## src/rtl/i2c_pkg.sv

```systemverilog
// Shared types and constants for the I2C master engine.
// State encoding, slot and quarter indices, operation codes.
package i2c_pkg;

  typedef enum logic [2:0] {
    ST_IDLE,
    ST_START,
    ST_ADDR,
    ST_DATA_W,
    ST_DATA_R,
    ST_HOLD,
    ST_RSTART,
    ST_STOP
  } i2c_state_e;

  localparam logic [3:0] SLOT_ACK = 4'd8;

  localparam logic [1:0] Q0 = 2'd0;
  localparam logic [1:0] Q1 = 2'd1;
  localparam logic [1:0] Q2 = 2'd2;
  localparam logic [1:0] Q3 = 2'd3;

  localparam logic OP_WRITE = 1'b0;
  localparam logic OP_READ  = 1'b1;

endpackage

```

## src/rtl/i2c_qtr_tick.sv

```systemverilog
// SCL quarter-period timebase for the I2C engine.
// Ticks every CLK_DIV clocks and tracks the quarter index.
module i2c_qtr_tick #(
  parameter int CLK_DIV = 250
) (
  input  logic       clk_i,
  input  logic       rst_ni,
  input  logic       restart_i,
  output logic       tick_o,
  output logic [1:0] qtr_o
);

  localparam int CW = (CLK_DIV > 1) ? $clog2(CLK_DIV) : 1;
  localparam logic [CW-1:0] CNT_MAX = CW'(CLK_DIV - 1);

  logic [CW-1:0] cnt_q, cnt_d;
  logic [1:0]    qtr_q, qtr_d;

  assign tick_o = (cnt_q == CNT_MAX);
  assign qtr_o  = qtr_q;

  // Advance the divider; restart realigns to quarter 0.
  always_comb begin
    cnt_d = cnt_q + CW'(1);
    qtr_d = qtr_q;
    if (restart_i) begin
      cnt_d = '0;
      qtr_d = 2'd0;
    end else if (tick_o) begin
      cnt_d = '0;
      qtr_d = qtr_q + 2'd1;
    end
  end

  // Divider and quarter registers.
  always_ff @(posedge clk_i or negedge rst_ni) begin
    if (!rst_ni) begin
      cnt_q <= '0;
      qtr_q <= 2'd0;
    end else begin
      cnt_q <= cnt_d;
      qtr_q <= qtr_d;
    end
  end

endmodule

```

## src/rtl/i2c_master_engine.sv

```systemverilog
// Bit-level I2C master: START, address byte, one data byte,
// then STOP or HOLD for a repeated START.
module i2c_master_engine
  import i2c_pkg::*;
#(
  parameter int CLK_DIV = 250
) (
  input  logic       clk,
  input  logic       reset,
  input  logic       en,
  input  logic       Start,
  input  logic       Stop,
  input  logic       repeat_start,
  input  logic       mode,
  input  logic [6:0] address,
  input  logic [7:0] register,
  input  logic       reset_I2C,
  input  logic       sda_in,
  output logic       scl_oe,
  output logic       sda_oe,
  output logic       busy,
  output logic       done,
  output logic       ack,
  output logic [7:0] data_out
);

  i2c_state_e state_q, state_d;
  logic [3:0] slot_q, slot_d;
  logic [7:0] shift_q, shift_d;
  logic [7:0] data_q, data_d;
  logic [7:0] wdata_q, wdata_d;
  logic [6:0] addr_q, addr_d;
  logic       mode_q, mode_d;
  logic       stop_q, stop_d;
  logic       busy_q, busy_d;
  logic       done_q, done_d;
  logic       ack_q, ack_d;
  logic       capture;
  logic       restart;
  logic       tick;
  logic [1:0] qtr;
  logic       sample;
  logic       slot_end;

  i2c_qtr_tick #(
    .CLK_DIV(CLK_DIV)
  ) u_tick (
    .clk_i    (clk),
    .rst_ni   (reset),
    .restart_i(restart),
    .tick_o   (tick),
    .qtr_o    (qtr)
  );

  assign sample   = tick && (qtr == Q1);
  assign slot_end = tick && (qtr == Q3);
  assign restart  = (state_d != state_q) || reset_I2C;

  assign busy     = busy_q;
  assign done     = done_q;
  assign ack      = ack_q;
  assign data_out = data_q;

  // Next-state, shifting and status update.
  always_comb begin
    state_d = state_q;
    slot_d  = slot_q;
    shift_d = shift_q;
    data_d  = data_q;
    wdata_d = wdata_q;
    addr_d  = addr_q;
    mode_d  = mode_q;
    stop_d  = stop_q;
    busy_d  = busy_q;
    done_d  = 1'b0;
    ack_d   = ack_q;
    capture = 1'b0;
    unique case (state_q)
      ST_IDLE: begin
        if (en && Start) begin
          capture = 1'b1;
          busy_d  = 1'b1;
          state_d = ST_START;
        end
      end
      ST_START, ST_RSTART: begin
        if (slot_end) begin
          state_d = ST_ADDR;
          shift_d = {addr_q, mode_q};
        end
      end
      ST_ADDR, ST_DATA_W: begin
        if (sample && slot_q == SLOT_ACK && sda_in) begin
          ack_d = 1'b0;
        end
        if (slot_end) begin
          if (slot_q != SLOT_ACK) begin
            slot_d  = slot_q + 4'd1;
            shift_d = {shift_q[6:0], 1'b0};
          end else if (state_q == ST_DATA_W) begin
            if (stop_q) begin
              state_d = ST_STOP;
            end else begin
              state_d = ST_HOLD;
              done_d  = 1'b1;
              busy_d  = 1'b0;
            end
          end else if (!ack_q) begin
            state_d = ST_STOP;
          end else if (mode_q == OP_READ) begin
            state_d = ST_DATA_R;
          end else begin
            state_d = ST_DATA_W;
            shift_d = wdata_q;
          end
        end
      end
      ST_DATA_R: begin
        if (sample && slot_q != SLOT_ACK) begin
          shift_d = {shift_q[6:0], sda_in};
        end
        if (slot_end) begin
          if (slot_q != SLOT_ACK) begin
            slot_d = slot_q + 4'd1;
          end else begin
            data_d = shift_q;
            if (stop_q) begin
              state_d = ST_STOP;
            end else begin
              state_d = ST_HOLD;
              done_d  = 1'b1;
              busy_d  = 1'b0;
            end
          end
        end
      end
      ST_HOLD: begin
        if (Stop || !en) begin
          state_d = ST_STOP;
          busy_d  = 1'b1;
        end else if (repeat_start) begin
          capture = 1'b1;
          busy_d  = 1'b1;
          state_d = ST_RSTART;
        end
      end
      ST_STOP: begin
        if (slot_end) begin
          state_d = ST_IDLE;
          done_d  = 1'b1;
          busy_d  = 1'b0;
        end
      end
      default: state_d = ST_IDLE;
    endcase
    if (capture) begin
      addr_d  = address;
      mode_d  = mode;
      wdata_d = register;
      stop_d  = Stop;
      ack_d   = 1'b1;
    end
    if (state_d != state_q) begin
      slot_d = 4'd0;
    end
    if (reset_I2C) begin
      state_d = ST_IDLE;
      slot_d  = 4'd0;
      busy_d  = 1'b0;
      done_d  = 1'b0;
      ack_d   = 1'b0;
    end
  end

  // Pin drive decoded from state, quarter and current bit.
  always_comb begin
    scl_oe = 1'b0;
    sda_oe = 1'b0;
    unique case (state_q)
      ST_START: begin
        scl_oe = (qtr == Q3);
        sda_oe = (qtr == Q2) || (qtr == Q3);
      end
      ST_RSTART: begin
        scl_oe = (qtr == Q0) || (qtr == Q3);
        sda_oe = (qtr == Q2) || (qtr == Q3);
      end
      ST_ADDR, ST_DATA_W: begin
        scl_oe = (qtr == Q0) || (qtr == Q3);
        sda_oe = (slot_q != SLOT_ACK) && !shift_q[7];
      end
      ST_DATA_R: begin
        scl_oe = (qtr == Q0) || (qtr == Q3);
      end
      ST_HOLD: begin
        scl_oe = 1'b1;
        sda_oe = 1'b1;
      end
      ST_STOP: begin
        scl_oe = (qtr == Q0);
        sda_oe = (qtr == Q0) || (qtr == Q1);
      end
      default: begin
        scl_oe = 1'b0;
        sda_oe = 1'b0;
      end
    endcase
  end

  // Engine state registers.
  always_ff @(posedge clk or negedge reset) begin
    if (!reset) begin
      state_q <= ST_IDLE;
      slot_q  <= 4'd0;
      shift_q <= 8'd0;
      data_q  <= 8'd0;
      wdata_q <= 8'd0;
      addr_q  <= 7'd0;
      mode_q  <= 1'b0;
      stop_q  <= 1'b0;
      busy_q  <= 1'b0;
      done_q  <= 1'b0;
      ack_q   <= 1'b0;
    end else begin
      state_q <= state_d;
      slot_q  <= slot_d;
      shift_q <= shift_d;
      data_q  <= data_d;
      wdata_q <= wdata_d;
      addr_q  <= addr_d;
      mode_q  <= mode_d;
      stop_q  <= stop_d;
      busy_q  <= busy_d;
      done_q  <= done_d;
      ack_q   <= ack_d;
    end
  end

endmodule
```

## config.mk

```make
export PLATFORM = sky130hd
export DESIGN_NAME = i2c_master_engine
export DESIGN_NICKNAME = d
export VERILOG_FILES = /design/src/rtl/i2c_pkg.sv /design/src/rtl/i2c_qtr_tick.sv /design/src/rtl/i2c_master_engine.sv
export SDC_FILE = /design/constraint.sdc
export NUM_CORES = 1
export LEC_CHECK = 0
export BUFFER_PORTS_ARGS = -buffer_cell sky130_fd_sc_hd__buf_2
export CAP_MARGIN = 20
export CORE_MARGIN = 2
export CORE_UTILIZATION = 57
export CTS_BUF_LIST = sky130_fd_sc_hd__clkbuf_4 sky130_fd_sc_hd__clkbuf_8 sky130_fd_sc_hd__clkbuf_16
export DETAILED_ROUTE_END_ITERATION = 8
export PLACE_DENSITY = 0.86
export SLEW_MARGIN = 20
export SYNTH_ARGS = -nofsm -noshare
export SYNTH_HDL_FRONTEND = slang
export SYNTH_SLANG_ARGS = --single-unit
```

## constraint.sdc

```tcl
create_clock -name clk -period 2.5 [get_ports clk]
set_input_delay 0.25 -clock clk [delete_from_list [all_inputs] [get_ports clk]]
set_output_delay 0.25 -clock clk [all_outputs]
set_load 0.1 [all_outputs]
```

# [After elaboration in Yosys (flattened, before gate mapping)]
# Index checks and enable logic that the tools add are counted.
[totals] reg_bits=53 out_inout_bits=13 word_cells=142
[classes] addsub=3 eq_ne=29 mux=63 n_bitwise=1 reduce_logical=33
[op_table] op="2-to-1 mux 8 bit" count=9
[op_table] op="2-to-1 mux 3 bit" count=13
[op_table] op="inequality test 3 bit (second input constant)" count=10
[op_table] op="2-to-1 mux 1 bit" count=26
[op_table] op="case mux 8 bit (3 select lines)" count=1
[op_table] op="2-to-1 mux 4 bit" count=5
[op_table] op="case mux 3 bit (6 select lines)" count=1
[op_table] op="nonzero test 3 bit" count=6
[op_table] op="equality test 3 bit (second input constant)" count=4
[op_table] op="AND reduction 9 bit" count=1
[op_table] op="adder 8 x 1 -> 8 bit (second input constant)" count=1
[op_table] op="equality test 8 bit (second input constant)" count=1
[op_table] op="inequality test 4 bit (second input constant)" count=2
[op_table] op="case mux 1 bit (4 select lines)" count=2
[op_table] op="logical AND 1 bit" count=7
[op_table] op="AND reduction 7 bit" count=1
[op_table] op="equality test 3 x 2 -> 1 bit (second input constant)" count=2
[op_table] op="2-to-1 mux 2 bit" count=3
[op_table] op="inequality test 3 bit" count=2
[op_table] op="AND reduction 3 bit" count=2
[op_table] op="nonzero test 6 bit" count=1
[op_table] op="logical OR 1 bit" count=5
[op_table] op="case mux 1 bit (5 select lines)" count=1
[op_table] op="adder 4 x 1 -> 4 bit (second input constant)" count=1
[op_table] op="other kinds (18)" count=22

# [Depth between registers and ports, before layout]
[depth] depth_word=10 ltp_mapped=8

# [Hierarchy]
# From an unflattened synthesis, not the netlist that was laid out.
[hier_totals] hier_cells=285 area_unflattened_um2=3045.4
[by_module_without_submodules] mod="i2c_master_engine" instances=1 cells_each=235 area_per_inst_um2=2531.2 seq_area_each_um2=1076.0
[by_module_without_submodules] mod="i2c_qtr_tick" instances=1 cells_each=50 area_per_inst_um2=514.2 seq_area_each_um2=250.2

# [Worst setup path after synthesis]
# OpenSTA, ideal clock, no wires.
[synth_timing] kind="register -> output" startpoint="reg slot_q[0]" endpoint="out sda_oe" t_arrival_ns=4.436 required_time_ns=2.250 setup_slack_ns=-2.186 stages_incl_launch_ff=6 n_path_buf=1 cell_sequence="dfrtp_1 inv_1 ha_1 and3b_1 clkbuf_1 o311ai_0"
[synth_via] elab_chain_cells=3
[synth_rtl] element="start, declared" line="i2c_master_engine.sv:28" text="logic [3:0] slot_q, slot_d;"
[synth_rtl] element="start signal, assigned" line="i2c_master_engine.sv:226" text="slot_q <= slot_d;"
[synth_rtl] element="inequality test 4 bit" line="i2c_master_engine.sv:190" text="sda_oe = (slot_q != SLOT_ACK) && !shift_q[7];"
[synth_rtl] element="logical AND 1 bit" line="i2c_master_engine.sv:190"
[synth_rtl] element="case mux 1 bit (4 select lines)" line="i2c_master_engine.sv:179" text="unique case (state_q)"
[synth_rtl] element="end, declared" line="i2c_master_engine.sv:20" text="output logic sda_oe,"
# Every way passes these cells.

# [Worst setup path after layout]
[layout_timing] startpoint="reg state_q[1]" endpoint="out sda_oe"
[layout_via] elab_chain_cells=3 elab_cells_between_ends=9
[layout_rtl] element="start, declared" line="i2c_master_engine.sv:27" text="i2c_state_e state_q, state_d;"
[layout_rtl] element="start signal, assigned" line="i2c_master_engine.sv:225" text="state_q <= state_d;"
[layout_rtl] element="equality test 3 x 2 -> 1 bit (tied with other cells)" line="i2c_master_engine.sv:179"
[layout_rtl] element="OR reduction 2 bit, on equally long branches"
[layout_rtl] element="case mux 1 bit (4 select lines) (*)" line="i2c_master_engine.sv:179"
# Mark *: on every way between the ends. The rest lies on a longest branch, timed or not.

==> impl_metrics.ini <==
[outcome]
outcome = complete, no violations

[cells_and_area]
stdcell_count = 379
final_common_cell = dfrtp_1
area_growth_pct = 13.3
drive_above_1_share_pct = 30.1
nets = 343
final_cell_mix = 53 x dfrtp_1, 35 x buf_2, 23 x mux2_2, 19 x inv_1, 18 x nor2_1
diodes = 0

[timing]
tightest_slew_ns = 0.636
hold_violations = 0
slew_viol_final = 0
timing.fmax_mhz = 433
min_period_over_period_pct = 92.4
whs_ns = 0.0346
setup_tns_ns = 0
setup_violations = 0
finalCriticalPeriod_ns = 2.31
finClkSkew_ns = 0.0101
rsz0062_at_grt = false
slew_headroom_pct = 57.2

[clocking]
clock_sinks = 53
clk_latency_ns = 0.31
cts_root_buffer = clkbuf_8
tritoncts = yes
htree_levels = 2
numCtsBuffers = 5
clk_path_buf_depth = 2
cts_setup_buffers = 0
clkTransAtPathRegs_ns = 0.10

[floorplanning]
die_x_um = 74.7
ios = 37
die_h_um = 74.7
rows = 25
initial_utilization_pct = 59.6
core_area_sq_mm = 0.00479
die_area_sq_mm = 0.00559

[synthesis]
ys_seq_area_share_pct = 46.5
syn_inst = 269
synth-edff-count = 0
synthDistinctLibCells = 53
avgSynthCellArea_sq_um = 10.6
synth_ff_type = dfrtp_1
synth_seq_cells = 53
ys_warn_count = 0
postSynthNetCount = 301
syn_area_sq_mm = 0.00285
async_flop_share_pct = 100

[hold_path]
hold_path_class = in -> async

[grt]
track_usage_pct = 23.7
antenna_found_initial = 0
gr-usage-met1_pct = 33.9
gr-max-usage-layer = met2
grt_pass1_wl_um = 10000
grt_max_degree = 54
grt_pass1_vias = 2129
use_met2_pct = 36.9
overflow = 0
use_met3_pct = 4.82

[critical_path]
crit_path_end = sda_oe
r2r_start = state_q[0]
critical_path_arrival_ns = 2.06
cp-start-kind = flop
critPathMaxFanout = 16
ff2ff_path_depth = 5
cp.required_ns = 2.25
r2r-end = wdata_q[3]
cp-end-kind = output port
cp-startpoint = state_q[1]
r2r_setup_slack_ns = 0.28
worstSetupPathType = reg -> out

[placement]
gp_congestion = 0.950
placedCellCount = 371
io_buffer_count = 36
hpwl_um = 4490

[flow_run]
maxCapViolations = 0

[power_and_ir_drop]
total_power_mw = 1.69
power.leakage_nw = 1.46
irDropWorstVdd_mv = 0.483
power_density_mw_per_mm2 = 522

[detailed_routing]
first_pass_iters = 5
drc = 0
drt_iter0_markers = 399
antenna_left = 0
vias = 2257
wirelength_um = 6190
avgRoutedWirePerCell_um = 16.3
avgViaCountPerCell = 5.96
[layout make-up]
| cell class | count | area (sq um) |
|---|---|---|
| Clock inverter | 3 | 21.3 |
| Clock buffer | 5 | 68.8 |
| Multi-Input combinational cell | 184 | 1390 |
| Timing Repair Buffer | 48 | 273 |
| Inverter | 19 | 71.3 |
| Sequential cell | 53 | 1330 |
| Fill cell | 377 | 1550 |
| Tap cell | 67 | 83.8 |
[repair_timing]
action | CTS | global route
setup endpoints to repair | 0 | 1
hold buffers | 0 | 0
endpoints found under the hold margin | 0 | 0
resized for setup | 0 | 1
[how the worst min path moves through the flow]
stage,cells after the start,slack (ns),endpoint
final,2,0.03,u_tick.cnt_q[5]
after global routing,2,0.09,slot_q[3]
after CTS,2,0.06,u_tick.cnt_q[2]
after detailed placement,2,0.40,u_tick.cnt_q[5]
after global placement,2,0.40,u_tick.cnt_q[4]
after floorplan,0,-0.05,ack
[sequential cells by signal (all words and copies together), names as in the netlist]
| signal | count |
|---|---|
| u_tick.cnt_q | 8 |
| stop_q | 1 |
| mode_q | 1 |
| shift_q | 8 |
| slot_q | 4 |
| u_tick.qtr_o | 2 |
| busy | 1 |
| state_q | 3 |
| ack | 1 |
| addr_q | 7 |
| data_out | 8 |
| done | 1 |
| wdata_q | 8 |
[synth_stat cells (all sizes together) (5+ instances only)]
| master | number | share of area (%) |
|---|---|---|
| a21oi | 12 | 2.2 |
| a222oi | 7 | 2.5 |
| buf | 8 | 1.4 |
| clkbuf | 5 | 1.4 |
| dfrtp | 53 | 46 |
| ha | 8 | 3.5 |
| inv | 19 | 2.5 |
| mux2 | 24 | 9.6 |
| mux2i | 8 | 2.8 |
| nand2 | 15 | 2.0 |
| nand2b | 5 | 1.1 |
| nand3 | 10 | 1.8 |
| nor2 | 18 | 2.4 |
| nor3 | 13 | 3.1 |
| o21ai | 10 | 1.8 |
| xnor2 | 5 | 1.5 |
[power by group]
part	switching, mW	internal, mW	total [mW]	leakage [nW]
logic	0.106	0.105	0.211	0.721
registers	0.0545	0.925	0.979	0.699
clock network	0.297	0.199	0.496	0.0445
total	0.457	1.23	1.69	1.46
[layer usage]
layer	part of all wire, %	up-vias
met2	47	103
met3	7.7	5
li1	-	1054
met5	0	-
met1	45	1095
met4	0.82	0
[critical path, cell delays in order (launching register included)]
cell,delay [ns]
dfrtp_1,0.58
nor2_1,0.31
nand2_1,0.08
o21ai_0,0.12
o21ai_0,0.16
o311ai_2,0.11
clkbuf_4,0.38
[per-stage QoR]
| step | setup slack [ns] | utilization, % | instance area (sq um) |
|---|---|---|---|
| 6_report | 0.189 | 67.5 | 3230 |
| 5_1_grt | 0.0709 | 67.5 | 3230 |
| 4_1_cts | 0.131 | 67.5 | 3230 |
| 3_5_place_dp | 0.306 | 65.6 | 3140 |
| 3_3_place_gp | 0.376 | 65.6 | 3140 |
| 2_1_floorplan | -0.0718 | - | 2860 |
[cell families (layout without fill, tap and decap cells)]
logic type / Yosys count / in the layout / synth area share, %
buf+inv: 32 / 75 / 5.31
flops: 53 / 53 / 46.5
fa+ha+maj: 8 / 8 / 3.51
xor+xnor: 9 / 9 / 2.76
simple gates: 86 / 86 / 17.2
mux: 32 / 32 / 12.4
compound gates: 49 / 49 / 12.3
(Power assumes the default switching activity.)
